--- src/rtl/radix4_fft_pkg.sv ---
// rtl/radix4_fft_pkg.sv - shared widths, internal word type and output reduction for radix4_fft4
// Output reduction wraps by default; RADIX4_FFT_SCALE_EN selects divide-by-4 before wrapping.
package radix4_fft_pkg;

  localparam int W_DEF  = 4;
  localparam int OW_DEF = 4;

  // Three guard bits: a 4-term sum of unsigned W-bit samples plus sign.
  function automatic int calc_iw(input int w);
    return w + 3;
  endfunction

  localparam int IW_DEF = calc_iw(W_DEF);

  typedef logic signed [IW_DEF-1:0] iword_t;

  function automatic logic signed [31:0] reduce_word(input logic signed [31:0] v);
`ifdef RADIX4_FFT_SCALE_EN
    return v >>> 2;
`else
    return v;
`endif
  endfunction

endpackage

--- src/rtl/radix4_bfly2.sv ---
// rtl/radix4_bfly2.sv - 2-input signed sum/difference unit
module radix4_bfly2
  import radix4_fft_pkg::*;
#(
  parameter int IW = IW_DEF
) (
  input  logic signed [IW-1:0] p,
  input  logic signed [IW-1:0] q,
  output logic signed [IW-1:0] sum,
  output logic signed [IW-1:0] diff
);

  assign sum  = p + q;
  assign diff = p - q;

endmodule

--- src/rtl/radix4_fft4.sv ---
// rtl/radix4_fft4.sv - 2-stage pipelined 4-point DFT of real unsigned samples
// Optional build macro RADIX4_FFT_SCALE_EN scales results by 1/4 before wrapping.
module radix4_fft4
  import radix4_fft_pkg::*;
#(
  parameter int W  = W_DEF,
  parameter int OW = OW_DEF
) (
  input  logic          clk,
  input  logic          rst_n,
  input  logic          in_valid,
  input  logic [W-1:0]  x_0,
  input  logic [W-1:0]  x_1,
  input  logic [W-1:0]  x_2,
  input  logic [W-1:0]  x_3,
  output logic          out_valid,
  output logic [OW-1:0] X_real_0,
  output logic [OW-1:0] X_real_1,
  output logic [OW-1:0] X_real_2,
  output logic [OW-1:0] X_real_3,
  output logic [OW-1:0] X_imag_0,
  output logic [OW-1:0] X_imag_1,
  output logic [OW-1:0] X_imag_2,
  output logic [OW-1:0] X_imag_3
);

  localparam int IW = calc_iw(W);

  function automatic logic [OW-1:0] to_out(input logic signed [IW-1:0] v);
    return OW'(reduce_word(32'(v)));
  endfunction

  logic signed [IW-1:0] xe_0, xe_1, xe_2, xe_3;
  logic signed [IW-1:0] a_d, b_d, c_d, d_d;
  logic signed [IW-1:0] a_q, b_q, c_q, d_q;
  logic signed [IW-1:0] s_ac, d_ac;
  logic                 v1;

  assign xe_0 = {{(IW-W){1'b0}}, x_0};
  assign xe_1 = {{(IW-W){1'b0}}, x_1};
  assign xe_2 = {{(IW-W){1'b0}}, x_2};
  assign xe_3 = {{(IW-W){1'b0}}, x_3};

  radix4_bfly2 #(.IW(IW)) u_bfly_02 (.p(xe_0), .q(xe_2), .sum(a_d), .diff(b_d));
  radix4_bfly2 #(.IW(IW)) u_bfly_13 (.p(xe_1), .q(xe_3), .sum(c_d), .diff(d_d));
  radix4_bfly2 #(.IW(IW)) u_bfly_ac (.p(a_q),  .q(c_q),  .sum(s_ac), .diff(d_ac));

  always_ff @(posedge clk or negedge rst_n) begin
    if (!rst_n) begin
      v1  <= 1'b0;
      a_q <= '0;
      b_q <= '0;
      c_q <= '0;
      d_q <= '0;
    end else begin
      v1 <= in_valid;
      if (in_valid) begin
        a_q <= a_d;
        b_q <= b_d;
        c_q <= c_d;
        d_q <= d_d;
      end
    end
  end

  // Outputs hold the last valid result while the pipe is empty.
  always_ff @(posedge clk or negedge rst_n) begin
    if (!rst_n) begin
      out_valid <= 1'b0;
      X_real_0  <= '0;
      X_real_1  <= '0;
      X_real_2  <= '0;
      X_real_3  <= '0;
      X_imag_1  <= '0;
      X_imag_3  <= '0;
    end else begin
      out_valid <= v1;
      if (v1) begin
        X_real_0 <= to_out(s_ac);
        X_real_1 <= to_out(b_q);
        X_imag_1 <= to_out(-d_q);
        X_real_2 <= to_out(d_ac);
        X_real_3 <= to_out(b_q);
        X_imag_3 <= to_out(d_q);
      end
    end
  end

  // Real input: bins 0 and 2 have no imaginary part.
  assign X_imag_0 = '0;
  assign X_imag_2 = '0;

endmodule

--- config.mk ---
export PLATFORM = sky130hd
export DESIGN_NAME = radix4_fft4
export DESIGN_NICKNAME = d
export VERILOG_FILES = /design/src/rtl/radix4_fft_pkg.sv /design/src/rtl/radix4_bfly2.sv /design/src/rtl/radix4_fft4.sv
export SDC_FILE = /design/constraint.sdc
export NUM_CORES = 1
export LEC_CHECK = 0
export ABC_AREA = 0
export ABC_CLOCK_PERIOD_IN_PS = 1600
export CORE_ASPECT_RATIO = 0.7
export CORE_MARGIN = 1.5
export CORE_UTILIZATION = 51
export CTS_BUF_LIST = sky130_fd_sc_hd__clkbuf_4
export CTS_CLUSTER_SIZE = 16
export DETAILED_ROUTE_END_ITERATION = 10
export HOLD_SLACK_MARGIN = 0.15
export PLACE_DENSITY_LB_ADDON = 0.3
export SLEW_MARGIN = 5
export SYNTH_ARGS = -nofsm -noshare
export SYNTH_HDL_FRONTEND = slang
export SYNTH_HIERARCHICAL = 1
export SYNTH_SLANG_ARGS = --single-unit
--- constraint.sdc ---
create_clock -name clk -period 1.6 [get_ports clk]
set_input_delay 0.4 -clock clk [delete_from_list [all_inputs] [get_ports clk]]
set_output_delay 0.4 -clock clk [all_outputs]
set_load 0.05 [all_outputs]
==> results of run 1 <==
sequential cells by signal, summed over array words and instances, names as in the netlist:
signal / cells
X_imag_1: 4
X_real_0: 4
c_q: 4
out_valid: 1
X_real_2: 4
X_real_3: 4
a_q: 4
b_q: 4
d_q: 4
X_imag_3: 3
v1: 1
placed cells by master (no fill, tap or decap), drive strengths merged, types with 4 or more instances in the layout:
cell type      count
ha                22
nor2               7
dlygate4sd2        8
conb               8
xor2               6
clkbuf             5
a21oi              6
nor2b              4
xnor2              4
buf               47
mux2              32
dfrtp             37
clkdlybuf4s50      9
fa                 6
inv               35
o21ai              6
area by class of cell:
class                   count  area, um2
flip-flops and latches     37      925.9
inverters                  35      131.4
well taps                  55      68.82
repair buffers             65      845.8
clock inverters             3      12.51
clock buffers               5      37.54
multi-input cells         114       1135
fillers                   305       1172
worst max path at each step:
stage | start | endpoint | slack, ps
after floorplan | x_2[1] | a_q[3] | 50
after global placement | x_2[0] | b_q[2] | -430
after detailed placement | x_2[1] | a_q[3] | -470
after CTS | x_3[2] | c_q[2] | 20
after global routing | a_q[0] | X_real_2[2] | -30
final | a_q[0] | X_real_2[2] | 30
critical path, cell delays in order (launching register included):
cell and delay, ps:
dfrtp_1 420, inv_1 70, ha_2 180, inv_2 40, fa_2 320, xor2_1 170
mux2_4 270
routing by layer:
layer	vias up	share of wire
met5	-	0
met4	0	0.010
met3	5	0.033
met2	32	0.47
met1	710	0.48
li1	730	-
power by group through the flow:
stage          registers, mW  clock network, mW  logic [mW]
6_report                1.46              0.458        2.47
5_1_grt                 1.50              0.521        2.59
4_1_cts                 1.46              0.474        2.45
3_5_place_dp            1.48                  0        2.43
3_3_place_gp            1.47                  0        2.39
2_1_floorplan           1.94                  0       0.857
repair_timing:
| item | CTS | global route |
|---|---|---|
| endpoints found under the hold margin | 37 | 0 |
| setup endpoints to repair | 12 | 6 |
| resized for setup | 17 | 5 |
| pin swaps | 6 | 1 |
| hold buffers | 1 | 0 |
| setup buffers | 2 | 1 |
==> summary.txt, run 1 <==
STA
  – Post-Route Setup TNS: 0 ps
  – Fin. Hold Viols: 0
  – Final clock skew: around 7.3 ps
  – Worst setup margin: ~30 ps
  – Final setup violating endpoints: 0
  – Hold_ws: approximately 520 ps
  – Final Cycle Share: 0.9813
  – RSZ-0062 raised after global routing: true
  – Final Max Tran Viols: 0
  – Minimum clock period: between 1500 and 2000 ps
  – F_max: around 640 MHz

Yosys
  – Gate Count Post-Synth: between 200 and 250
  – YS warnings: 6
  – Syn_area_per_cell: 11.24 um2
  – Netlist Area Pre-Place: about 2300 um2

Routing
  – Initial DRC Count: 42
  – DR DRC count: 0
  – Routed len/inst: 12.61 um
  – Pre-antenna DRT Iters: 4
  – Vias per cell: 4.704
  – DRT Wirelength: roughly 4000 um
  – DR vias: 1477
  – Final ANT Viol Nets: 0

Critical path
  – CP endpoint kind: flip-flop
  – Reg2Reg Launch Point: a_q[0]
  – WP data required: roughly 1800 ps
  – R2R cell count: 6
  – Crit start category: flip-flop
  – Crit-path max FO: 3
  – Arrival time worst endpoint: between 1500 and 2000 ps
  – Slack of the worst reg-to-reg path: approximately 30 ps
  – CP Class: flip-flop to flip-flop
  – Worst flop-to-flop path endpoint: X_real_2[2]

Power and ir drop
  – Cell internal pwr: ~2.6 mW
  – P per Cell Area: 1389 nW/um2
  – NetSw: approximately 1.8 mW
  – Pleak: 1.501 nW
  – Combinational share of power: 0.563
  – Clock network fraction of design power: 0.104
  – Reg power frac: 0.332
  – Switching share of power: 0.4063
  – Max VDD drop: between 1 and 1.5 mV
  – Pwr Total: ~4.4 mW

Finish
  – Area Overhead vs Synth: 38.32%
  – Area of all placed cells without fillers: between 3000 and 4000 um2
  – Final Non-Filler Cells: 314
  – Nets: 305
  – Finished Core Util: 0.7292
  – ANT cells: 0
  – Share of cells above drive strength 1: 0.3784

Clock tree
  – H-tree levels: 2
  – Clock Tree Root: clkbuf_4
  – Clock buffer depth: 2
  – TritonCTS Buffers: 5
  – Clock transition at path regs: ~110 ps
  – CTS tree: built
  – CTS Sinks: 37
  – Clk Latency, worst-skew pair: between 300 and 400 ps

Floorplan
  – Die area: 4892 um2
  – I/O Pins: 52
  – DIE WIDTH: approximately 83 um
  – Initial Util: 0.5272
  – CORE AREA: 4329 um2
  – Die height: between 50 and 60 um
  – Rows: 20

GRT
  – First-pass GRT wire length: roughly 6500 um
  – Largest net degree at the start of global routing: 38
  – Met1 Use GR: 0.2380
  – Gr busiest metal: met2
  – Initial antenna violation count: 0
  – Congestion Overflow GR: 0
  – Tot GR Track Use: 0.1705
  – Met2 usage: 0.2648
  – Met3 Track Usage GR: 0.04318
  – Vias in the first global route: about 1400

Worst hold path
  – Hold-critical path endpoint: X_real_3[1]
  – Worst Hold Class: flip-flop to flip-flop
  – Worst hold start: b_q[1]
  – Hold path depth: 1

Placed design
  – I/O Buffers: 43
  – Final HPWL DP: ~3000 um
  – Placed Area: around 3000 um2
  – Dpl ws: -468.7 ps
  – Dpl cells: slightly above 300
  – Final GP Congestion: between 0.8 and 0.9

Job
  – Max Cap Violations: 0

Run status
  – Status: finished clean
Note: power is estimated with default switching activity, not from simulation.
==> run 2: changes to the inputs <==
- ABC_CLOCK_PERIOD_IN_PS: 1600 -> 1800
- CORE_MARGIN: 1.5 -> not set
- CORE_UTILIZATION: 51 -> 55
- PLACE_DENSITY: not set -> 0.9
- PLACE_DENSITY_LB_ADDON: 0.3 -> not set
- clock period: 1.6 -> 1.8 ns (I/O delays scaled with it)
==> run 2 against run 1 <==
Effect of this change: worst setup slack improved by 13 ps; largest cell class unchanged; clock power decreased by 12%; final cell count decreased by 3.5%; critical endpoint is now b_q[2]; worst hold slack got worse by 5.9 ps; sequential share of layout area increased by 4.5 points; routed wire length decreased by 1.9%.
==> summary.txt, run 2 (synthesized netlist as in run 1, its figures left out) <==
Routing
  – DR DRC count: 0
  – Highest metal used: met4
  – DR vias: 1448
  – Final ANT Viol Nets: 0
  – Initial DRC Count: 42
  – Vias per cell: about 4.8
  – Met3 WL: approximately 140 um
  – Routed len/inst: between 10 and 15 um
  – Met1 WL: 1761 um
  – Routed met2 length: between 1500 and 2000 um
  – DRT Wirelength: between 3000 and 4000 um
  – Pre-antenna DRT Iters: 4

Power and ir drop
  – P per Cell Area: approximately 1200 nW/um2
  – Pwr Total: between 3 and 4 mW
  – Max VDD drop: between 0.7 and 0.8 mV
  – Pleak: between 1 and 1.5 nW

GRT
  – Tot GR Track Use: 0.1994
  – Initial antenna violation count: 0
  – First-pass GRT wire length: approximately 6600 um
  – Congestion Overflow GR: 0
  – Vias in the first global route: between 1000 and 1500
  – Largest net degree at the start of global routing: 38

Critical path
  – Crit start category: input pin
  – CP Class: input pin to flip-flop
  – Worst path cell trace: clkdlybuf4s50_1 -> ha_1 -> inv_1 -> fa_1 -> xor2_1 -> mux2_2
  – CP endpoint kind: flip-flop
  – Reg2Reg Launch Point: c_q[1]
  – Slowest CP cell: clkdlybuf4s50_1
  – WP data required: 2030 ps
  – Worst flop-to-flop path endpoint: X_real_0[3]
  – Crit-path max FO: 2
  – R2R cell count: 7
  – Arrival time worst endpoint: between 1500 and 2000 ps
  – Slowest stage delay, CP: around 490 ps
  – Slack of the worst reg-to-reg path: roughly 90 ps

Finish
  – Number of fill cells: ~300
  – Sequential Area: approximately 900 um2
  – Most frequent cells in the layout: 37 x dfrtp_1, 37 x buf_4, 35 x inv_1
  – Finished Core Util: 0.6931
  – ANT cells: 0
  – Nets: about 300
  – Share of cells above drive strength 1: 0.3108
  – Area Overhead vs Synth: 19.85%
  – Multi-input gate area: ~1100 um2

Run status
  – Status: finished clean

Floorplan
  – CORE AREA: slightly below 4000 um2
  – Rows: 19
  – Die area: around 4400 um2
  – DIE WIDTH: a little under 80 um
  – Initial Util: 0.5783
  – Die height: about 56 um
  – I/O Pins: 52

STA
  – Final clock skew: ~7.5 ps
  – Final Cycle Share: 0.9759
  – Worst setup margin: between 40 and 50 ps
  – Final setup violating endpoints: 0
  – Hold_ws: between 500 and 600 ps
  – Fin. Hold Viols: 0
  – Final Max Tran Viols: 0
  – F_max: ~570 MHz
  – Minimum clock period: 1757 ps
  – RSZ-0062 raised after global routing: false

Worst hold path
  – Worst hold start: b_q[3]
  – Hold path depth: 1
  – Hold-critical path endpoint: b_q[3]
  – Worst Hold Class: flip-flop to flip-flop

Clock tree
  – CTS Sinks: 37
  – Clk Latency, worst-skew pair: ~330 ps
  – CTS tree: built
  – Clock transition at path regs: 110 ps
  – H-tree levels: 2
  – TritonCTS Buffers: 5
  – Clock buffer depth: 2
  – Clock Tree Root: clkbuf_4

Placed design
  – I/O Buffers: 43
  – Dpl ws: -355.4 ps
  – Final GP Congestion: a little under 0.9
  – Final HPWL DP: about 3000 um

Job
  – Max Cap Violations: 0
-- run 2: cell types whose count changed in the layout (fill, tap and decap cells not counted), sizes merged --
cell           delta
dlymetal6s2s      +2
buf               -8
dlygate4sd2       -8
clkdlybuf4s50     +6
-- run 2: worst max-delay path: cells and delay by family --
family / cells / cell delay [ps]
fa+ha+maj: 2 / 560
mux: 1 / 260
xor+xnor: 1 / 170
buf+inv: 2 / 550
-- run 2: repair_timing --
action,4_1_cts,5_1_grt
gates resized for setup,0,3
hold buffers,1,0
buffers inserted,0,0
endpoints found under the hold margin,20,0
endpoints found under the setup margin,0,4
-- run 2: final cells by class --
class	instances	share of cell area
Multi-Input combinational cell	114	0.3930
Sequential cell	37	0.3385
Timing Repair Buffer	57	0.1784
Inverter	35	0.04803
Tap cell	52	0.02379
Clock buffer	5	0.01372
Clock inverter	3	0.004575
-- run 2: worst max-delay path by stage --
| stage | startpoint | cells after the start | to |
|---|---|---|---|
| after floorplan | x_2[1] | 7 | a_q[3] |
| after global placement | x_2[1] | 8 | a_q[3] |
| after detailed placement | x_0[0] | 7 | b_q[2] |
| after CTS | x_0[0] | 7 | b_q[2] |
| after global routing | x_2[1] | 8 | a_q[3] |
| final | x_2[0] | 6 | b_q[2] |
-- run 2: power by group --
part | internal (mW) | total [mW] | leakage [nW] | switching (mW)
sequential | 1.05 | 1.21 | 0.433 | 0.153
combinational | 0.638 | 1.70 | 0.899 | 1.06
clock | 0.141 | 0.404 | 0.0300 | 0.262
total | 1.83 | 3.31 | 1.36 | 1.48
-- run 2: layer usage --
| metal | up-vias | global-route usage |
|---|---|---|
| met5 | - | 0 |
| met2 | 36 | 0.3325 |
| met1 | 697 | 0.2465 |
| li1 | 711 | - |
| met3 | 4 | 0.06885 |
| met4 | 0 | 0.05455 |
-- run 2: metrics by stage --
stage | setup TNS [ps] | cell area, um2 | std cells
global route | 0 | 2735 | 303
global placement | -2864 | 2668 | 294
finish | 0 | 2735 | 303
CTS | 0 | 2728 | 303
detailed placement | -3413 | 2668 | 294
floorplan | 0 | 2308 | 210
==> run 3: changes to the inputs <==
- CAP_MARGIN: not set -> 20
- SKIP_LAST_GASP: not set -> 1
==> results of run 3 <==
Same layout as run 2: the final DEF is identical, and so are final timing and power.
